==> src/rtl/alu_ctrl_pkg.sv <==
// Shared types and constants for the accumulator/flag control stage.
// Latency: n/a (declarations only).
// Backpressure: n/a.
package alu_ctrl_pkg;

    // Control FSM states
    typedef enum logic [1:0] {
        IDLE = 2'd0,
        EXEC = 2'd1,
        RESP = 2'd2
    } state_t;

    // Flag register layout {S,Z,AC,P,CY}
    localparam int FLAG_W = 5;
    localparam int FLG_S  = 4;
    localparam int FLG_Z  = 3;
    localparam int FLG_AC = 2;
    localparam int FLG_P  = 1;
    localparam int FLG_CY = 0;

    // Command kinds
    localparam logic CMD_ALU  = 1'b0;
    localparam logic CMD_LOAD = 1'b1;

    // Settle counter width, enough for EXEC_CYCLES up to 15
    localparam int CNT_W = 4;

endpackage

==> src/rtl/alu_flag_gen.sv <==
// 8085-style flag derivation from an ALU result and carry.
// Latency: combinational.
// Backpressure: none; pure function of its inputs.
module alu_flag_gen
    import alu_ctrl_pkg::*;
(
    input  logic [7:0]        r,
    input  logic              carry,
    input  logic              a4,
    input  logic              b4,
    output logic [FLAG_W-1:0] flags
);

    // Auxiliary carry is recovered from bit 4 of both operands and the
    // result, so it is meaningful for add/sub and harmless for logic ops.
    always_comb begin
        flags         = '0;
        flags[FLG_S]  = r[7];
        flags[FLG_Z]  = (r == 8'h00);
        flags[FLG_AC] = a4 ^ b4 ^ r[4];
        flags[FLG_P]  = ~^r;
        flags[FLG_CY] = carry;
    end

endmodule

==> src/rtl/alu_acc_flag_ctrl.sv <==
// Accumulator/flag writeback stage around an external 8-bit combinational ALU.
// Latency: ALU command -> rsp_valid EXEC_CYCLES+1 cycles after accept; LOAD -> 1 cycle.
// Backpressure: one command in flight; cmd_ready low until the response is consumed.
module alu_acc_flag_ctrl
    import alu_ctrl_pkg::*;
#(
    parameter int         EXEC_CYCLES = 1,
    parameter logic [7:0] ACC_RESET   = 8'h00
) (
    input  logic              clk,
    input  logic              rst_n,
    input  logic              cmd_valid,
    output logic              cmd_ready,
    input  logic              cmd_kind,
    input  logic [3:0]        cmd_op,
    input  logic [7:0]        cmd_data,
    input  logic              cmd_acc_we,
    input  logic              cmd_flag_we,
    output logic [7:0]        alu_operand_a,
    output logic [7:0]        alu_operand_b,
    output logic [3:0]        alu_operation,
    input  logic [7:0]        alu_result,
    input  logic              alu_carry_out,
    output logic              rsp_valid,
    input  logic              rsp_ready,
    output logic [7:0]        acc_q,
    output logic [FLAG_W-1:0] flags_q
);

    localparam logic [CNT_W-1:0] CNT_INIT = CNT_W'(EXEC_CYCLES - 1);

    state_t             state_q;
    logic [CNT_W-1:0]   cnt_q;
    logic               acc_we_q;
    logic               flag_we_q;
    logic [FLAG_W-1:0]  flag_next;

    // Operand A is the accumulator itself; it cannot move during EXEC
    // because the accumulator is only written at the end of EXEC.
    assign alu_operand_a = acc_q;
    assign cmd_ready     = (state_q == IDLE);

    alu_flag_gen u_flag_gen (
        .r     (alu_result),
        .carry (alu_carry_out),
        .a4    (acc_q[4]),
        .b4    (alu_operand_b[4]),
        .flags (flag_next)
    );

    // Control FSM with accumulator, flag and ALU-input registers
    always_ff @(posedge clk or negedge rst_n) begin
        if (!rst_n) begin
            state_q       <= IDLE;
            cnt_q         <= '0;
            acc_we_q      <= 1'b0;
            flag_we_q     <= 1'b0;
            alu_operand_b <= 8'h00;
            alu_operation <= 4'h0;
            rsp_valid     <= 1'b0;
            acc_q         <= ACC_RESET;
            flags_q       <= '0;
        end else begin
            case (state_q)
                IDLE: begin
                    if (cmd_valid) begin
                        if (cmd_kind == CMD_LOAD) begin
                            // LOAD bypasses the ALU and never touches flags
                            // or the ALU input registers.
                            if (cmd_acc_we) begin
                                acc_q <= cmd_data;
                            end
                            rsp_valid <= 1'b1;
                            state_q   <= RESP;
                        end else begin
                            alu_operand_b <= cmd_data;
                            alu_operation <= cmd_op;
                            acc_we_q      <= cmd_acc_we;
                            flag_we_q     <= cmd_flag_we;
                            cnt_q         <= CNT_INIT;
                            state_q       <= EXEC;
                        end
                    end
                end
                EXEC: begin
                    if (cnt_q == '0) begin
                        if (acc_we_q) begin
                            acc_q <= alu_result;
                        end
                        if (flag_we_q) begin
                            flags_q <= flag_next;
                        end
                        rsp_valid <= 1'b1;
                        state_q   <= RESP;
                    end else begin
                        cnt_q <= cnt_q - 1'b1;
                    end
                end
                RESP: begin
                    if (rsp_ready) begin
                        rsp_valid <= 1'b0;
                        state_q   <= IDLE;
                    end
                end
                default: begin
                    rsp_valid <= 1'b0;
                    state_q   <= IDLE;
                end
            endcase
        end
    end

endmodule

==> config.mk <==
export PLATFORM = sky130hd
export DESIGN_NAME = alu_acc_flag_ctrl
export DESIGN_NICKNAME = d
export VERILOG_FILES = /design/src/rtl/alu_ctrl_pkg.sv /design/src/rtl/alu_flag_gen.sv /design/src/rtl/alu_acc_flag_ctrl.sv
export SDC_FILE = /design/constraint.sdc
export NUM_CORES = 1
export LEC_CHECK = 0
export CAP_MARGIN = 20
export CORE_MARGIN = 2
export CORE_UTILIZATION = 40
export CTS_BUF_LIST = sky130_fd_sc_hd__clkbuf_8
export CTS_CLUSTER_DIAMETER = 80
export DETAILED_ROUTE_END_ITERATION = 8
export PLACE_DENSITY_LB_ADDON = 0.15
export SYNTH_ARGS = -nofsm -noshare
export SYNTH_HDL_FRONTEND = slang
export SYNTH_SLANG_ARGS = --single-unit
==> constraint.sdc <==
create_clock -name clk -period 2.4 [get_ports clk]
set_input_delay 0.24 -clock clk [delete_from_list [all_inputs] [get_ports clk]]
set_output_delay 0.24 -clock clk [all_outputs]
set_load 0.1 [all_outputs]
After elaboration in Yosys (flattened, before gate mapping)
Index checks and enable logic that the tools add are counted.
{"block": "word_totals", "in_bits": 28, "output_inout_bits": 35, "reg_bits": 34, "word_cells": 54}
{"block": "op_classes", "reduce_logical": 11, "n_bitwise": 3, "n_mux": 20, "eq_ne": 10, "n_addsub": 1}
{"cell": "2-to-1 mux 8 bit", "n": 5}
{"cell": "one-hot mux 8 bit (2 select lines)", "n": 1}
{"cell": "2-to-1 mux 4 bit", "n": 3}
{"cell": "!= test 2 bit, second input constant", "n": 6}
{"cell": "AND reduction 3 bit", "n": 3}
{"cell": "zero test 8 bit", "n": 1}
{"cell": "2-to-1 mux 2 bit", "n": 4}
{"cell": "one-hot mux 4 bit (2 select lines)", "n": 1}
{"cell": "AND reduction 4 bit", "n": 2}
{"cell": "XNOR reduction 8 bit", "n": 1}
{"cell": "one-hot mux 2 bit (3 select lines)", "n": 1}
{"cell": "AND reduction 6 bit", "n": 1}
{"cell": "zero test 4 bit", "n": 1}
{"cell": "2-to-1 mux 1 bit", "n": 4}
{"cell": "!= test 2 x 1 -> 1 bit, second input constant", "n": 2}
{"cell": "subtractor 4 x 1 -> 4 bit, second input constant", "n": 1}
{"cell": "one-hot mux 1 bit (3 select lines)", "n": 1}
{"cell": "== test 2 x 1 -> 1 bit, second input constant", "n": 1}
{"cell": "== test 2 bit, second input constant", "n": 1}
{"cell": "zero test 2 bit", "n": 1}
{"cell": "nonzero test 2 bit", "n": 1}
{"cell": "XOR 1 bit", "n": 2}
{"cell": "inverter 1 bit", "n": 1}

Depth between registers and ports, before layout
Gate-level depths: netlist of the first run.
{"block": "logic_depth", "word_depth": 4, "mapped_depth": 6, "depth_no_buf": 5}

Modules after synthesis
Synthesis of the first run repeated with hierarchy kept, for this count alone.
{"block": "unflattened", "cells_unflattened": 133, "hier_area_um2": 1752.9}
{"module": "alu_acc_flag_ctrl", "seq_area_each_um2": 850.8, "area_each_um2": 1605.3, "cells_each": 113, "instances": 1}
{"module": "alu_flag_gen", "seq_area_each_um2": 0.0, "area_each_um2": 147.6, "cells_each": 20, "instances": 1}

Worst setup path before layout of the first run
No wires, ideal clock.
{"block": "synth_path", "path_kind": "reg-to-output", "startpoint": "reg state_q[0]", "endpoint": "out cmd_ready", "path_buffers": 1, "path_slack_ns": 0.379, "arrival_time_ns": 1.781, "path_stages_with_launch": 3, "required_time_ns": 2.160, "cell_sequence": "dfrtp_1 buf_2 nor2_1"}
{"block": "synth_via", "elab_chain_cells": 1}
{"item": "start, declared", "line": "alu_acc_flag_ctrl.sv:32", "rtl": "state_t state_q;"}
{"item": "start signal, assigned", "line": "alu_acc_flag_ctrl.sv:54", "rtl": "state_q <= IDLE;"}
{"item": "start signal, assigned", "line": "alu_acc_flag_ctrl.sv:74", "rtl": "state_q <= RESP;"}
{"item": "start signal, assigned", "line": "alu_acc_flag_ctrl.sv:81", "rtl": "state_q <= EXEC;"}
{"item": "zero test 2 bit", "line": "alu_acc_flag_ctrl.sv:41", "rtl": "assign cmd_ready = (state_q == IDLE);"}
{"item": "end, declared", "line": "alu_acc_flag_ctrl.sv:13", "rtl": "output logic cmd_ready,"}
Every way passes these cells.

Final worst setup path of the first run
{"block": "layout_path", "startpoint": "reg state_q[1]", "endpoint": "reg acc_q[4]"}
{"block": "layout_via", "elab_chain_cells": 3, "elab_cells_between_ends": 10, "classes_between": "eq/ne: 6; mux: 1; reduce/logical: 3"}
{"item": "== test 2 x 1 -> 1 bit / zero test 2 bit (equally long branches)", "line": "alu_acc_flag_ctrl.sv:64", "rtl": "case (state_q)"}
{"item": "!= test 2 bit (no source line) (tied with other cells)"}
{"item": "AND reduction 6 bit (no source line)"}
{"item": "end signal, assigned", "line": "alu_acc_flag_ctrl.sv:71", "rtl": "acc_q <= cmd_data;"}
{"item": "end signal, assigned", "line": "alu_acc_flag_ctrl.sv:88", "rtl": "acc_q <= alu_result;"}
{"item": "end, declared", "line": "alu_acc_flag_ctrl.sv:26", "rtl": "output logic [7:0] acc_q,"}
Several ways; a longest one is shown, not always the timed one.
A chain may end at the register's enable or synchronous reset.

==> metrics.csv, run 1 <==
metric;value;unit
cp-end-kind;flip-flop;
holdBufCountCts;0;
worstPathArrival;2030;ps
setup_violations;0;
max_stage_delay;560;ps
startpoint_type;flip-flop;
r2r_start;state_q[1];
worst-setup-path-type;flip-flop to flip-flop;
drtIter0Drc;64;
final_cell_mix;45 x nand2_1, 37 x buf_4, 34 x dfrtp_1;
post_cts_buffers;0;
grt_pass1_vias;1341;
place_inst;266;
antenna_left;0;
crit_fanout;14;
synth-edff-count;0;
grtUsageTotal;0.170;
die_h;70.2;um
antenna_found_initial;0;
synth-seq-cells;34;
syn_to_final_growth;33.3;%
final_cells;274;
vias;1314;
num-nets-final;254;
portBuffers;62;
yosys_most_used_dff;dfrtp_1;
fin_crit;1860;ps
worstMarginPinSlew;767;ps
initial_core_util;0.409;
clock_sinks;34;
cts_resized;0;
viasPerCell;4.80;
synth_top_area_frac;0.485;
grt_pass1_wl;6.51;mm
synth_top_area_cell;dfrtp_1;
fillers;394;
ios;63;
routabilityCongestion;0.714;
cts_max_level;2;
layout_commonest_cell;nand2_1;
ys_warn_count;0;
wirelength;3.89;mm
finalSetupTns;0;ps
worstReg2RegEnd;acc_q[4];
layout-drive-gt1-share;0.315;
grt_setup_unrepaired;false;
r2r_slack;540;ps
clkLatencyLatePin;290;ps
stdcell_area;2340;um^2
cp_slowest_cell;nand2b_1;
synth.avg_cell_area;10.5;um^2
cts_buffer_depth;2;
num_rows;24;
wire_per_inst;14.2;um
synthTopCellsByArea;dfrtp_1 48%, mux2_2 13%, nand2_1 9.6%, buf_4 4.3%, ha_1 3.6%;
dp_hpwl;2.86;mm
cpLargestDelayFamily;multiplexers;
fin_util;0.545;
synth_fp_nets;200;
ys_types;31;
clockRootBuffer;clkbuf_8;
syn_area;1760;um^2
path_clk_slew;70;ps
drtPass1Iterations;4;
dieArea;4930;um^2
tritoncts;done;
slew_viol_final;0;
required;2570;ps
route.detailed.drc;0;
max_freq;0.538;GHz
grt_max_degree;35;
hp-class;input pin to async pin;
hold_violations;0;
overflow;0;
worst_clock_skew;4.67;ps
ys_async_sr_fraction;1.00;
die_w;70.2;um
ys_seq_area_frac;0.485;
cpMostUsedCell;mux2_2;
max_slew_margin;0.489;
timing.final.crit_share;0.774;
cap_viol_max_count;0;
status;finished clean;
cts_buffers;5;
synthCells;167;
postPlaceCellArea;2250;um^2
coreArea;4290;um^2
reg2reg_depth;3;
crit_chain;nand2b_1 > mux2_2 > mux2_2;
n_antenna_cell;0;
cp_num_buf_inv;0;
## state kept, by name (all words and copies together) (netlist names)
register and count:
alu_operand_b 8, alu_operation 4, acc_we_q 1, cnt_q 4, acc_q 8, flags_q 5, rsp_valid 1, state_q 2
flag_we_q 1
## routing by layer
layer	vias up	share of wire	track usage
li1	650	-	-
met1	614	0.45	0.220
met2	44	0.46	0.263
met3	6	0.068	0.0592
met4	0	0.015	0.0641
met5	-	0	0
## cell families (layout without fill, tap and decap cells)
| kind of cell | after synthesis | count (layout) | synth area share |
|---|---|---|---|
| xor gates and xnor gates | 5 | 5 | 0.0249 |
| buffers and inverters | 29 | 84 | 0.0948 |
| adders and majority gates | 5 | 5 | 0.0356 |
| DFF | 34 | 34 | 0.485 |
| muxes | 22 | 22 | 0.140 |
| and+or+nand+nor | 62 | 62 | 0.167 |
| AOI/OAI and AO/OA | 10 | 10 | 0.0520 |
## Yosys cell counts (3+ instances only)
library cell / instances
buf_2: 4
inv_1: 12
nand3_1: 3
xnor2_1: 5
o21ai_0: 3
buf_4: 10
mux2_2: 21
nand2_1: 45
dfrtp_1: 34
ha_1: 5
## final cells by class
type / instances / area [um^2] / share of cell area
flip-flops and latches: 34 / 851 / 0.364
multi-input cells: 104 / 744 / 0.318
repair buffers: 64 / 543 / 0.232
clock buffers: 6 / 82.6 / 0.0353
well taps: 52 / 65.1 / 0.0278
inverters: 12 / 45.0 / 0.0193
clock inverters: 2 / 8.76 / 0.00374
## how the worst max path moves through the flow
stage | from | endpoint | slack (ps) | depth (start not counted)
6_report | state_q[1] | acc_q[4] | 540 | 3
5_1_grt | state_q[1] | acc_q[0] | 420 | 3
4_1_cts | state_q[1] | acc_q[2] | 530 | 3
3_5_place_dp | cmd_kind | acc_q[2] | 390 | 4
3_3_place_gp | cmd_kind | acc_q[0] | 410 | 4
2_1_floorplan | state_q[0] | cmd_ready | 380 | 2
## metrics by stage
stage / hold WS (ps) / setup slack [ps]
detailed placement: 362 / 387
global placement: 353 / 407
global route: 85.8 / 417
CTS: 47.2 / 527
floorplan: -55.6 / 379
finish: 25.7 / 541
Power of run 1 is not shown: default switching activity piles up to over one toggle a cycle in this logic, so the estimate is an artifact.
==> run 2, diff against run 1 <==
- clock period: 2.4 -> 1.55 ns (I/O delays scaled with it)
==> run 2 against run 1 <==
  * The run now ends with negative setup slack left
  * Critical path depth up 3
  * Flip-flop and latch count stayed put
  * Sequential share of layout area decreased by 7.6 points
  * Utilization grew 14 points
  * Critical path type unchanged
  * Critical endpoint is now acc_q[7]
==> metrics.csv, run 2 (same netlist as run 1, synthesis figures left out) <==
metric;value;unit
status;complete, but fails checks;
violations;negative setup slack;
path_clk_slew;70;ps
drtPass1Iterations;4;
initial_core_util;0.409;
n_antenna_cell;0;
vias;1453;
dp_hpwl;3.45;mm
syn_to_final_growth;68.3;%
layout_commonest_cell;nand2_1;
multi_input_comb_area;798;um^2
fillers;319;
worst_clock_skew;4.91;ps
cts_max_level;2;
top_layer;met4;
ios;63;
wirelength;4.62;mm
overflow;0;
worst-setup-path-type;flip-flop to flip-flop;
fin_crit;1650;ps
cts_buffers;5;
num_rows;24;
wire_per_inst;16.1;um
grtUsageTotal;0.204;
drtIter0Drc;32;
whs;282;ps
timing.final.crit_share;1.07;
route.detailed.drc;0;
hp-class;input pin to async pin;
crit_fanout;4;
final_cell_mix;45 x nand2_1, 36 x buf_12, 34 x dfrtp_1;
route.met2.wl;2.36;mm
grt_setup_unrepaired;true;
met3_length;318;um
worstMarginPinSlew;442;ps
max_freq;0.605;GHz
clock_sinks;34;
worstPathArrival;1820;ps
max_stage_delay;390;ps
grt_pass1_vias;1569;
antenna_left;0;
grt_max_degree;35;
dieArea;4930;um^2
hold_violations;0;
layout-drive-gt1-share;0.366;
antenna_found_initial;0;
num-nets-final;267;
ff_latch_area;851;um^2
cts_buffer_depth;2;
cap_viol_max_count;0;
fin_ws;-102;ps
max_slew_margin;0.705;
reg_top3;acc_q (8), alu_operand_b (8), flags_q (5);
required;1720;ps
wl_met1;1.88;mm
routabilityCongestion;0.771;
setup_violations;11;
coreArea;4290;um^2
clockRootBuffer;clkbuf_8;
startpoint_type;flip-flop;
viasPerCell;5.06;
cp-end-kind;flip-flop;
die_h;70.2;um
tritoncts;done;
cp_slowest_cell;dfrtp_1;
portBuffers;62;
holdBufCountCts;0;
clkLatencyLatePin;290;ps
crit_chain;inv_1 > ha_4 > nor3b_4 > a22o_1 > buf_6 > mux2_4;
die_w;70.2;um
slew_viol_final;0;
grt_pass1_wl;7.77;mm
## run 2: changes by cell type in the layout (fill, tap and decap cells not counted), moves of 2 or more
cell    previous run  this run
buf_12             0        36
buf_4             37        12
buf_6              0         2
mux2_2            21        13
mux2_4             0         8
## run 2: routing by layer
metal,GRT usage,vias up
li1,-,675
met1,0.242,727
met2,0.353,46
met3,0.0736,5
met4,0.0449,0
met5,0,-
## run 2: worst max-delay path, delay by kind of cell, from the launching register on
kind	cells	cell delay, ps
adders and majority gates	1	140
and+or+nand+nor	1	220
DFF	1	390
AOI/OAI and AO/OA	1	240
muxes	1	300
buffers and inverters	2	250
## run 2: worst paths after layout
path / cells after the start / from / to / slack, ps
min in group clk: 3 / cmd_op[2] / alu_operation[2] / 400
max: 6 / cnt_q[1] / acc_q[7] / -100
max reg2reg: 6 / cnt_q[1] / acc_q[7] / -100
max in group asynchronous: 2 / rst_n / acc_q[3] / 950
min: 2 / rst_n / cnt_q[3] / 280
min reg2reg: 2 / acc_we_q / acc_we_q / 500
## run 2: layout make-up
| cell class | instances | share of cell area |
|---|---|---|
| clock buffers | 6 | 0.0280 |
| clock inverters | 2 | 0.00296 |
| inverters | 12 | 0.0152 |
| multi-input cells | 104 | 0.270 |
| flip-flops and latches | 34 | 0.288 |
| well taps | 52 | 0.0220 |
| repair buffers | 77 | 0.374 |
## run 2: repair_timing
action,CTS,global route
setup endpoints to repair,16,20
resized for setup,13,1
pin swaps,2,1
buffers inserted,1,2
## run 2: metrics by stage
step           setup slack [ps]   util  setup TNS (ps)  instances  instance area (um^2)
5_1_grt                    -157  0.688           -1860        287                  2950
3_5_place_dp               -290  0.649           -5210        276                  2790
4_1_cts                    -120  0.682           -1150        285                  2930
2_1_floorplan              -142      -           -1350        167                  1770
6_report                   -102  0.688            -870        287                  2950
3_3_place_gp               -260  0.649           -4030        276                  2790
Power of run 2 is left out for the same reason.
